## config.mk

```make
export PLATFORM = sky130hd
export DESIGN_NAME = decoder_pipe
export DESIGN_NICKNAME = d
export VERILOG_FILES = /design/src/rtl/decoder_pipe.sv
export SDC_FILE = /design/constraint.sdc
export NUM_CORES = 1
export LEC_CHECK = 0
export BUFFER_PORTS_ARGS = -buffer_cell sky130_fd_sc_hd__buf_2
export CORE_ASPECT_RATIO = 0.5
export CORE_MARGIN = 3
export CORE_UTILIZATION = 56
export DETAILED_ROUTE_END_ITERATION = 10
export GPL_TIMING_DRIVEN = 0
export PLACE_DENSITY = 0.83
export SYNTH_ARGS = -nofsm -noshare
export SYNTH_HDL_FRONTEND = slang
export SYNTH_SLANG_ARGS = --single-unit
export TNS_END_PERCENT = 100
```

## constraint.sdc

```tcl
create_clock -name clk -period 1.85 [get_ports clk]
set_input_delay 0.185 -clock clk [delete_from_list [all_inputs] [get_ports clk]]
set_output_delay 0.185 -clock clk [all_outputs]
set_load 0.01 [all_outputs]
```

## src/rtl/decoder_pipe.sv

```systemverilog
// rtl/decoder_pipe.sv - index decoder (one-hot/thermometer/one-cold) behind a stallable pipeline
// Every stage shares the same advance condition, so one stall freezes the whole pipe.
module decoder_pipe #(
  parameter int DOUT_WIDTH = 16,
  parameter int DIN_WIDTH  = $clog2(DOUT_WIDTH),
  parameter int LATENCY    = 2
) (
  input  logic                  clk,
  input  logic                  rst,
  input  logic [DIN_WIDTH-1:0]  din,
  input  logic [1:0]            mode,
  input  logic                  din_v,
  output logic                  din_rdy,
  output logic [DOUT_WIDTH-1:0] dout,
  output logic                  dout_v,
  input  logic                  dout_rdy,
  output logic                  dout_err,
  output logic [7:0]            err_cnt
);

  logic [31:0]           idx;
  logic [DOUT_WIDTH-1:0] dec_word;
  logic                  dec_err;

  logic [DOUT_WIDTH-1:0] word_q [LATENCY];
  logic [LATENCY-1:0]    valid_q;
  logic [LATENCY-1:0]    err_q;

  assign idx     = 32'(din);
  assign din_rdy = !dout_v || dout_rdy;

  // Range check happens before any bit is built, so no index beyond the word is ever used.
  always_comb begin
    dec_word = '0;
    dec_err  = 1'b0;
    if (mode == 2'd3 || idx >= DOUT_WIDTH) begin
      dec_err = 1'b1;
    end else begin
      for (int k = 0; k < DOUT_WIDTH; k++) begin
        case (mode)
          2'd0:    dec_word[k] = (idx == k[31:0]);
          2'd1:    dec_word[k] = (k[31:0] <= idx);
          2'd2:    dec_word[k] = (idx != k[31:0]);
          default: dec_word[k] = 1'b0;
        endcase
      end
    end
  end

  always_ff @(posedge clk or negedge rst) begin
    if (!rst) begin
      for (int i = 0; i < LATENCY; i++) begin
        word_q[i] <= '0;
      end
      valid_q <= '0;
      err_q   <= '0;
    end else if (din_rdy) begin
      valid_q[0] <= din_v;
      word_q[0]  <= din_v ? dec_word : '0;
      err_q[0]   <= din_v && dec_err;
      for (int i = 1; i < LATENCY; i++) begin
        valid_q[i] <= valid_q[i-1];
        word_q[i]  <= word_q[i-1];
        err_q[i]   <= err_q[i-1];
      end
    end
  end

  always_ff @(posedge clk or negedge rst) begin
    if (!rst) begin
      err_cnt <= 8'd0;
    end else if (din_v && din_rdy && dec_err && err_cnt != 8'hFF) begin
      err_cnt <= err_cnt + 8'd1;
    end
  end

  assign dout     = word_q[LATENCY-1];
  assign dout_v   = valid_q[LATENCY-1];
  assign dout_err = err_q[LATENCY-1];

endmodule

```

==> impl_metrics.py <==
metrics = {
    "die": {
        "die_w_microns": 98.2,
        "core_area_sq_mm": 0.00398,
        "die_height_microns": 52.1,
        "io_pins": 37,
        "row_count": 16,
        "start_util_pct": 59.7,
        "die_area_sq_mm": 0.00511,
    },
    "min_path": {
        "hp-class": "primary input to asynchronous set/reset pin",
    },
    "routing": {
        "postRouteAntennaNets": 0,
        "drtIter0Drc": 129,
        "first_pass_iters": 5,
        "route.detailed.drc": 0,
        "vias_per_cell": 5.55,
        "wire_per_inst_microns": 14.6,
        "routed_wl_mm": 5.20,
        "via_count": 1970,
    },
    "yosys": {
        "synthMostInstantiatedCell": "nand2_1",
        "async_reset_ff_share_pct": 100,
        "yosysSeqAreaShare_pct": 46.3,
        "synthDistinctLibCells": 47,
        "synthCells": 260,
        "yosysWarnings": 0,
        "synth.area.top_cells": "dfrtp_1, nand2_1, buf_4, a21oi_1, buf_2",
        "synth_top_flop_cell": "dfrtp_1",
        "syn_area_sq_mm": 0.00238,
        "synth.avg_cell_area_sq_um": 9.15,
        "ys_top_cells_by_count": "nand2_1, dfrtp_1, buf_4, a21oi_1, nor2_1",
        "synth_top_area_share_pct": 46.3,
        "synth_fp_nets": 271,
        "synth_top_cell_by_area": "dfrtp_1",
        "synth_edf_count": 0,
        "ys_ff_latch": 44,
    },
    "clock_tree": {
        "clock_tree.root_cell": "clkbuf_8",
        "clkSlewWorstSetupHoldPaths_ps": 80,
        "htreeDepth": 2,
        "clock_latency_ps": 290,
        "cts_buffers": 5,
        "tritoncts": "done",
        "clockBufferDepth": 2,
        "cts_resized": 0,
        "cts_setup_buffers": 0,
        "clock-sinks": 44,
        "cts_hold_buf": 0,
    },
    "final_layout": {
        "area_growth_pct": 13.5,
        "drive_above_1_share_pct": 27.6,
        "diodes": 0,
        "design_area_sq_mm": 0.00270,
        "nets": 311,
    },
    "power": {
        "power_density_mw_per_mm2": 924,
        "total_power_mw": 2.49,
        "peakVddDrop_mv": 0.533,
        "power.leakage_nw": 1.37,
    },
    "timing": {
        "tns_ps": 0,
        "max-slew-margin-rel_pct": 35.5,
        "finalCritPeriodShare_pct": 91.8,
        "fin_crit_ps": 1700,
        "finalHoldViolCount": 0,
        "setup_viol": 0,
        "drv_slew": 0,
        "clock_skew_ps": 4.76,
        "rsz0062_at_grt": "false",
        "tightest_slew_ps": 967,
        "max_freq_mhz": 589,
    },
    "grt": {
        "globalRouteOverflowTotal": 0,
        "grt_pass1_vias": 1779,
        "groute.usage.overall_pct": 22.1,
        "grt_antenna_before_repair": 0,
        "grt_first_pass_wirelength_mm": 8.69,
        "grt_max_degree": 45,
    },
    "setup_path": {
        "worstPathCellList": "nor2b_4, buf_6, clkinv_4, buf_2, buf_2",
        "cp_data_arrival_time_ps": 1510,
        "setup.worst_path.start_class": "flop",
        "ff2ff_setup_slack_ps": 300,
        "r2r-end": "err_cnt[6]",
        "reg2reg_depth": 6,
        "path_common_cell": "buf_2",
        "rr_startpoint": "valid_q[1]",
        "crit_fanout": 19,
        "cp-startpoint": "valid_q[1]",
        "slowest_stage": "dfrtp_1",
        "max_stage_delay_ps": 380,
        "cp-endpoint": "din_rdy",
        "cp.required_ps": 1660,
        "path_class": "flop to primary output",
        "end_kind": "primary output",
    },
    "job": {
        "drv_cap": 0,
    },
    "outcome": {
        "status": "finished, final reports clean",
    },
    "placement": {
        "placed_cell_area_sq_mm": 0.00262,
        "gp_congestion": 0.990,
        "place_hpwl_mm": 3.87,
        "port_buffers": 34,
    },
}
[stage by stage]
stage | setup slack (ps) | cells | util, % | hold WS (ps)
floorplan | 369 | 260 | - | -111
global placement | 293 | 348 | 65.7 | 362
detailed placement | 306 | 348 | 65.7 | 386
CTS | 37.3 | 356 | 67.9 | 65.5
global route | 40.1 | 355 | 67.7 | 108
finish | 152 | 355 | 67.7 | 36.0
[registers in the layout (all words and copies together) (netlist names)]
signal and flops:
dout 16, err_cnt 8, err_q 2, valid_q 2, word_q 16
[final cells by class]
type / instances / area [sq um]
fill: 370 / 1280
sequential: 44 / 1100
multi-input combinational: 179 / 1050
buffer: 30 / 195
timing repair buffer: 34 / 170
clock buffer: 5 / 68.8
tap: 54 / 67.6
inverter: 6 / 27.5
clock inverter: 3 / 18.8
[worst min path at each step]
stage	start	endpoint
2_1_floorplan	rst	dout[0]
3_3_place_gp	rst	dout[0]
3_5_place_dp	rst	dout[0]
4_1_cts	rst	dout[0]
5_1_grt	rst	valid_q[0]
6_report	rst	dout[0]
[routing by layer]
layer  track usage (%)  routed length (microns)  up-vias
li1                  -                        -      958
met1              29.2                     2350      926
met2              35.4                     2350       80
met3              7.63                      472        6
met4              5.44                       31        0
met5                 0                        0        -
[worst max-delay path, delay by kind of cell, from the launching register on]
family                 cells  cell delay (ps)
buffers and inverters      4              710
DFF                        1              380
and+or+nand+nor            1              130
[placed cells by master (no fill, tap or decap), types with 2 or more instances in the layout]
master	count
nand2_1	69
dfrtp_1	44
buf_2	43
buf_4	17
a21oi_1	16
nor2_1	11
nand3_1	6
nand2b_1	5
mux2i_1	5
o21ai_1	5
clkbuf_8	5
nand4_1	4
xnor2_1	4
inv_1	4
a22o_1	4
o21ai_0	4
a32o_1	4
clkbuf_1	3
nor3_1	3
nor2b_1	3
a221o_1	3
clkinv_4	2
nand2_4	2
nor3_4	2
mux2_1	2
nand2_2	2
o32ai_1	2
a41oi_1	2
a31oi_1	2
o22ai_1	2
o31ai_1	2
clkinv_2	2
[cell families after synthesis]
logic type	count (synthesis)	share of synthesized area, %
AND/OR/NAND/NOR	116	24.3
multiplexers	8	3.68
flip-flops	44	46.3
XOR/XNOR	4	1.47
buffers and inverters	37	9.57
AO/OA/AOI/OAI	50	14.2
adder cells (fa/ha/maj)	1	0.526
[power breakdown]
group / leakage [nW] / internal (mW) / switching, mW / total [mW]
logic: 0.742 / 0.294 / 0.366 / 0.661
registers: 0.576 / 1.11 / 0.136 / 1.24
clock network: 0.0479 / 0.263 / 0.325 / 0.588
total: 1.37 / 1.67 / 0.827 / 2.49
Power figures use the tool's default switching activity.
